[config.mk]
export PLATFORM = sky130hd
export DESIGN_NAME = mem_access_unit
export DESIGN_NICKNAME = d
export VERILOG_FILES = /design/src/rtl/mem_access_unit.sv
export SDC_FILE = /design/constraint.sdc
export NUM_CORES = 1
export LEC_CHECK = 0
export ABC_AREA = 1
export CAP_MARGIN = 0
export CORE_MARGIN = 2
export CORE_UTILIZATION = 49
export CTS_BUF_LIST = sky130_fd_sc_hd__clkbuf_8
export DETAILED_ROUTE_END_ITERATION = 12
export MAX_ROUTING_LAYER = met4
export PLACE_DENSITY_LB_ADDON = 0.15
export REMOVE_ABC_BUFFERS = 1
export SLEW_MARGIN = 10
export SYNTH_ARGS = -nofsm -noshare
export SYNTH_HDL_FRONTEND = slang
export SYNTH_SLANG_ARGS = --single-unit
[constraint.sdc]
create_clock -name clk -period 4.1 [get_ports clk]
set_input_delay 0.615 -clock clk [delete_from_list [all_inputs] [get_ports clk]]
set_output_delay 0.615 -clock clk [all_outputs]
set_load 0.02 [all_outputs]
[src/rtl/mem_access_unit.sv]
// MEMORY-stage data-memory access unit.
// Turns the EX/MEM register outputs into a single req/ack bus transaction.
// Stores get byte strobes and lane-replicated data. Loads are aligned and
// extended. Misaligned accesses and illegal funct3 values raise a one-cycle
// fault instead of issuing a request. The pipeline is stalled until the
// access has finished.
module mem_access_unit #(
  parameter int DATA_WIDTH = 32,
  parameter int ADDR_LSB   = 2
) (
  input  logic                  clk,
  input  logic                  rst,
  input  logic                  i_valid_M,
  input  logic                  i_mem_read_M,
  input  logic                  i_mem_write_M,
  input  logic [DATA_WIDTH-1:0] i_alu_result_M,
  input  logic [DATA_WIDTH-1:0] i_write_data_M,
  input  logic [2:0]            i_funct3_M,
  output logic                  o_mem_req,
  output logic                  o_mem_we,
  output logic [DATA_WIDTH-1:0] o_mem_addr,
  output logic [DATA_WIDTH-1:0] o_mem_wdata,
  output logic [3:0]            o_mem_wstrb,
  input  logic                  i_mem_ack,
  input  logic [DATA_WIDTH-1:0] i_mem_rdata,
  output logic [DATA_WIDTH-1:0] o_read_data_M,
  output logic                  o_stall_M,
  output logic                  o_fault_M
);

  typedef enum logic [1:0] {
    S_IDLE,
    S_REQ,
    S_DONE
  } state_t;

  state_t r_state;
  state_t w_next;

  logic                  w_start;
  logic                  w_legal_f3;
  logic                  w_misaligned;
  logic                  w_ok;
  logic [3:0]            w_wstrb;
  logic [DATA_WIDTH-1:0] w_wdata;
  logic [DATA_WIDTH-1:0] w_ext;
  logic [7:0]            w_byte;
  logic [15:0]           w_half;
  logic [2:0]            r_funct3;
  logic [1:0]            r_off;

  // Decode the incoming access: start condition, legality, alignment.
  // When both read and write are set the write takes priority.
  always_comb begin
    w_start      = (r_state == S_IDLE) && i_valid_M && (i_mem_read_M || i_mem_write_M);
    w_legal_f3   = 1'b0;
    w_misaligned = 1'b0;
    if (i_mem_write_M) begin
      w_legal_f3 = i_funct3_M inside {3'b000, 3'b001, 3'b010};
    end else begin
      w_legal_f3 = i_funct3_M inside {3'b000, 3'b001, 3'b010, 3'b100, 3'b101};
    end
    case (i_funct3_M[1:0])
      2'b01:   w_misaligned = i_alu_result_M[0];
      2'b10:   w_misaligned = |i_alu_result_M[1:0];
      default: w_misaligned = 1'b0;
    endcase
    w_ok = w_legal_f3 && !w_misaligned;
  end

  // Store lane placement: replicate data across lanes, strobe selected lanes.
  always_comb begin
    w_wdata = i_write_data_M;
    w_wstrb = 4'b1111;
    case (i_funct3_M[1:0])
      2'b00: begin
        w_wdata = {4{i_write_data_M[7:0]}};
        w_wstrb = 4'b0001 << i_alu_result_M[1:0];
      end
      2'b01: begin
        w_wdata = {2{i_write_data_M[15:0]}};
        w_wstrb = 4'b0011 << {i_alu_result_M[1], 1'b0};
      end
      default: begin
        w_wdata = i_write_data_M;
        w_wstrb = 4'b1111;
      end
    endcase
  end

  // Load alignment and sign/zero extension using the registered offset.
  always_comb begin
    case (r_off)
      2'd0:    w_byte = i_mem_rdata[7:0];
      2'd1:    w_byte = i_mem_rdata[15:8];
      2'd2:    w_byte = i_mem_rdata[23:16];
      default: w_byte = i_mem_rdata[31:24];
    endcase
    w_half = r_off[1] ? i_mem_rdata[31:16] : i_mem_rdata[15:0];
    case (r_funct3)
      3'b000:  w_ext = {{24{w_byte[7]}}, w_byte};
      3'b001:  w_ext = {{16{w_half[15]}}, w_half};
      3'b100:  w_ext = {24'b0, w_byte};
      3'b101:  w_ext = {16'b0, w_half};
      default: w_ext = i_mem_rdata;
    endcase
  end

  // State register.
  always_ff @(posedge clk or negedge rst) begin
    if (!rst) begin
      r_state <= S_IDLE;
    end else begin
      r_state <= w_next;
    end
  end

  // Next-state and stall. DONE is the single stall-free cycle for the instruction.
  always_comb begin
    w_next    = r_state;
    o_stall_M = 1'b0;
    case (r_state)
      S_IDLE: begin
        if (w_start) begin
          o_stall_M = 1'b1;
          w_next    = w_ok ? S_REQ : S_DONE;
        end
      end
      S_REQ: begin
        o_stall_M = 1'b1;
        if (i_mem_ack) begin
          w_next = S_DONE;
        end
      end
      S_DONE:  w_next = S_IDLE;
      default: w_next = S_IDLE;
    endcase
  end

  // Bus outputs, fault pulse and load result. Bus fields are held through REQ.
  always_ff @(posedge clk or negedge rst) begin
    if (!rst) begin
      o_mem_req     <= 1'b0;
      o_mem_we      <= 1'b0;
      o_mem_addr    <= '0;
      o_mem_wdata   <= '0;
      o_mem_wstrb   <= '0;
      o_read_data_M <= '0;
      o_fault_M     <= 1'b0;
      r_funct3      <= '0;
      r_off         <= '0;
    end else begin
      o_fault_M <= 1'b0;
      case (r_state)
        S_IDLE: begin
          if (w_start) begin
            if (w_ok) begin
              o_mem_req   <= 1'b1;
              o_mem_we    <= i_mem_write_M;
              o_mem_addr  <= {i_alu_result_M[DATA_WIDTH-1:ADDR_LSB], {ADDR_LSB{1'b0}}};
              o_mem_wdata <= i_mem_write_M ? w_wdata : '0;
              o_mem_wstrb <= i_mem_write_M ? w_wstrb : '0;
              r_funct3    <= i_funct3_M;
              r_off       <= i_alu_result_M[1:0];
            end else begin
              o_fault_M <= 1'b1;
            end
          end
        end
        S_REQ: begin
          if (i_mem_ack) begin
            o_mem_req <= 1'b0;
            if (!o_mem_we) begin
              o_read_data_M <= w_ext;
            end
          end
        end
        default: ;
      endcase
    end
  end

endmodule

==> flow_metrics.py <==
metrics = {
    "synthesis": {
        "synthTopCellsByArea": "dfrtp_1 49%, nand2_1 23%, o21ai_0 4.3%",
        "synth_area_per_cell_um2": 7.32,
        "synthFlopType": "dfrtp_1",
        "yosysTopAreaCellShare_pct": 49.3,
        "synth-edff-count": 0,
        "ys_seq_elements": 108,
        "ys_types": 27,
        "synthCells": 748,
        "ys_seq_area_share_pct": 49.3,
        "synth_area_um2": 5480,
        "yosysWarnings": 0,
        "yosysTopAreaCell": "dfrtp_1",
        "synth_most_common_cell": "nand2_1",
        "synth_common_cells": "338 x nand2_1, 108 x dfrtp_1, 47 x inv_1, 47 x o21ai_0, 42 x nor2_1",
        "synthArstFlopShare_pct": 100,
    },
    "cts": {
        "insertion_delay_ns": 0.37,
        "cts-root-buf": "clkbuf_8",
        "cts.repair.resized": 0,
        "cts.path.max_buffers": 2,
        "numCtsBuffers": 9,
        "path_clk_slew_ns": 0.10,
        "htreeDepth": 3,
        "clock_sinks": 108,
        "cts_setup_buffers": 0,
        "cts_tree": "done",
        "cts_hold_buffers": 0,
    },
    "cells_and_area": {
        "final_nets": 1039,
        "utilization_pct": 71.1,
        "fin_cells": 1075,
        "antenna_cells": 0,
        "drive_above_1_share_pct": 5.45,
        "area_delta_synth_final_pct": 41.3,
    },
    "global_route": {
        "grt_pass1_vias": 5182,
        "grt_first_pass_wirelength_um": 24400,
        "grt_remaining_overflow": 0,
        "grt_max_degree": 86,
        "antenna_found_initial": 0,
        "grtUsageTotal_pct": 26.7,
    },
    "floorplanning": {
        "ios": 209,
        "core_um2": 10900,
        "die_area_um2": 12000,
        "fp.dieH_um": 110,
        "start_util_pct": 50.3,
        "fp.dieW_um": 110,
        "rows": 38,
    },
    "worst_setup_path": {
        "critical_path.most_common_cell": "nand2_1",
        "path_max_fanout": 48,
        "regToRegEndpoint": "o_read_data_M[23]",
        "cp-start-kind": "input pin",
        "worst-r2r-setup-slack_ns": 1.54,
        "critPathSlowestCell": "clkdlybuf4s50_1",
        "worstReg2RegStart": "r_off[1]",
        "critical_path_arrival_ns": 3.66,
        "crit_chain": "clkdlybuf4s50_1 -> clkinv_1 -> ha_1 -> nor2_1 -> inv_2 -> nand2_1 -> nand2_1 -> nand2_2 -> inv_2 -> nand2_2 -> buf_12 -> nand2_1 -> nand2_1",
        "r2r_cells": 6,
        "path_class": "input pin to register",
        "critPathRequiredTime_ns": 4.42,
        "cp-end-kind": "register",
        "cpPeakStageDelay_ns": 0.61,
    },
    "timing": {
        "finClkSkew_ns": 0.00735,
        "rsz0062_at_grt": "false",
        "hold_violations": 0,
        "fin_ws_ns": 0.760,
        "maxSlewHeadroom_pct": 27.9,
        "slew_violations": 0,
        "setup_viol": 0,
        "tns_ns": 0,
        "tightestPinTransition_ns": 1.08,
        "max_freq_mhz": 299,
        "post-route-period-util_pct": 81.5,
        "fin_crit_ns": 3.34,
        "worst_hold_slack_ns": 0.417,
    },
    "pwr": {
        "p_per_area_nw_per_um2": 663,
        "leakagePower_nw": 3.89,
        "vdd_drop_max_v": 0.000453,
    },
    "drt": {
        "totalWireLength_um": 15600,
        "wire_per_inst_um": 14.5,
        "first_iter_violations": 364,
        "postRouteAntennaNets": 0,
        "vias": 5420,
        "drt_first_pass_iters": 5,
        "drc": 0,
        "vias_per_cell": 5.04,
    },
    "flow_run": {
        "max_cap_violations": 0,
    },
    "placed_design": {
        "gp_congestion": 0.911,
        "place_ws_ns": 0.449,
        "dp.cells": 1059,
        "hpwl_um": 11300,
        "portBuffers": 206,
    },
    "run_status": {
        "outcome": "finished, final reports clean",
    },
    "min_path": {
        "hp-class": "input pin to asynchronous set/reset pin",
    },
}
## worst max-delay path, delay by kind of cell
kind,cells,cell delay (ns)
adder cells (fa/ha/maj),1,0.47
buffers and inverters,5,1.49
AND/OR/NAND/NOR,7,1.04
## report_power, final
part / switching [mW] / internal (mW) / leakage [nW] / total [mW]
Clock: 0.378 / 0.286 / 0.102 / 0.665
Sequential: 0.306 / 1.52 / 1.36 / 1.83
Combinational: 1.46 / 1.18 / 2.43 / 2.64
Total: 2.14 / 2.99 / 3.89 / 5.13
## layout by cell type, fill, tap and decap left out, types with 2 or more instances in the layout
master           instances
nand2_1                338
clkdlybuf4s50_1        205
dfrtp_1                108
inv_1                   48
o21ai_0                 47
nor2_1                  42
nand3_1                 38
a21oi_1                 38
or2_2                   16
clkbuf_8                 9
buf_4                    8
inv_2                    5
nor3_1                   4
ha_1                     4
nand4_1                  3
o211ai_1                 3
inv_6                    3
clkinv_1                 2
nand2_2                  2
conb_1                   2
## final cells by class
type,instances,area [um^2]
fill,928,3150
sequential,108,2700
multi-input combinational,543,2330
timing repair buffer,214,2130
inverter,54,203
tap,140,175
clock buffer,9,124
clock inverter,7,72.6
## per-layer routing
metal | global-route usage [%] | wire length [um] | vias up
li1 | - | - | 2668
met1 | 33.5 | 6470 | 2540
met2 | 44.4 | 7820 | 190
met3 | 4.51 | 1070 | 22
met4 | 8.41 | 257 | 0
met5 | - | 0 | -
## per-stage QoR
step                      instance area [um^2]  total power, mW
after detailed placement                  7540             4.49
final                                     7740             5.13
after global placement                    7540             4.42
after global routing                      7740             5.48
after floorplan                           5230             3.16
after CTS                                 7740             5.17
## flip-flops by register name (all words and copies together), names as in the netlist
signal	cells
o_fault_M	1
o_mem_addr	30
o_mem_req	1
o_mem_wdata	32
o_mem_we	1
o_mem_wstrb	4
o_read_data_M	32
r_funct3	3
r_off	2
r_state	2
## worst max-delay path by stage
stage | startpoint | depth (start not counted) | endpoint
floorplan | i_funct3_M[1] | 10 | r_state[0]
global placement | i_funct3_M[1] | 12 | r_state[0]
detailed placement | i_funct3_M[1] | 13 | o_mem_addr[13]
CTS | i_funct3_M[1] | 13 | o_mem_addr[13]
global route | i_funct3_M[1] | 13 | o_mem_addr[13]
finish | i_funct3_M[1] | 13 | o_mem_addr[13]
## cell families after synthesis
family,Yosys count,share of synthesized area (%)
DFF,108,49.3
buffers and inverters,98,8.22
adders and majority gates,4,0.914
and+or+nand+nor,445,32.7
other,1,0.0685
AOI/OAI and AO/OA,92,8.79
(Power assumes the default switching activity.)
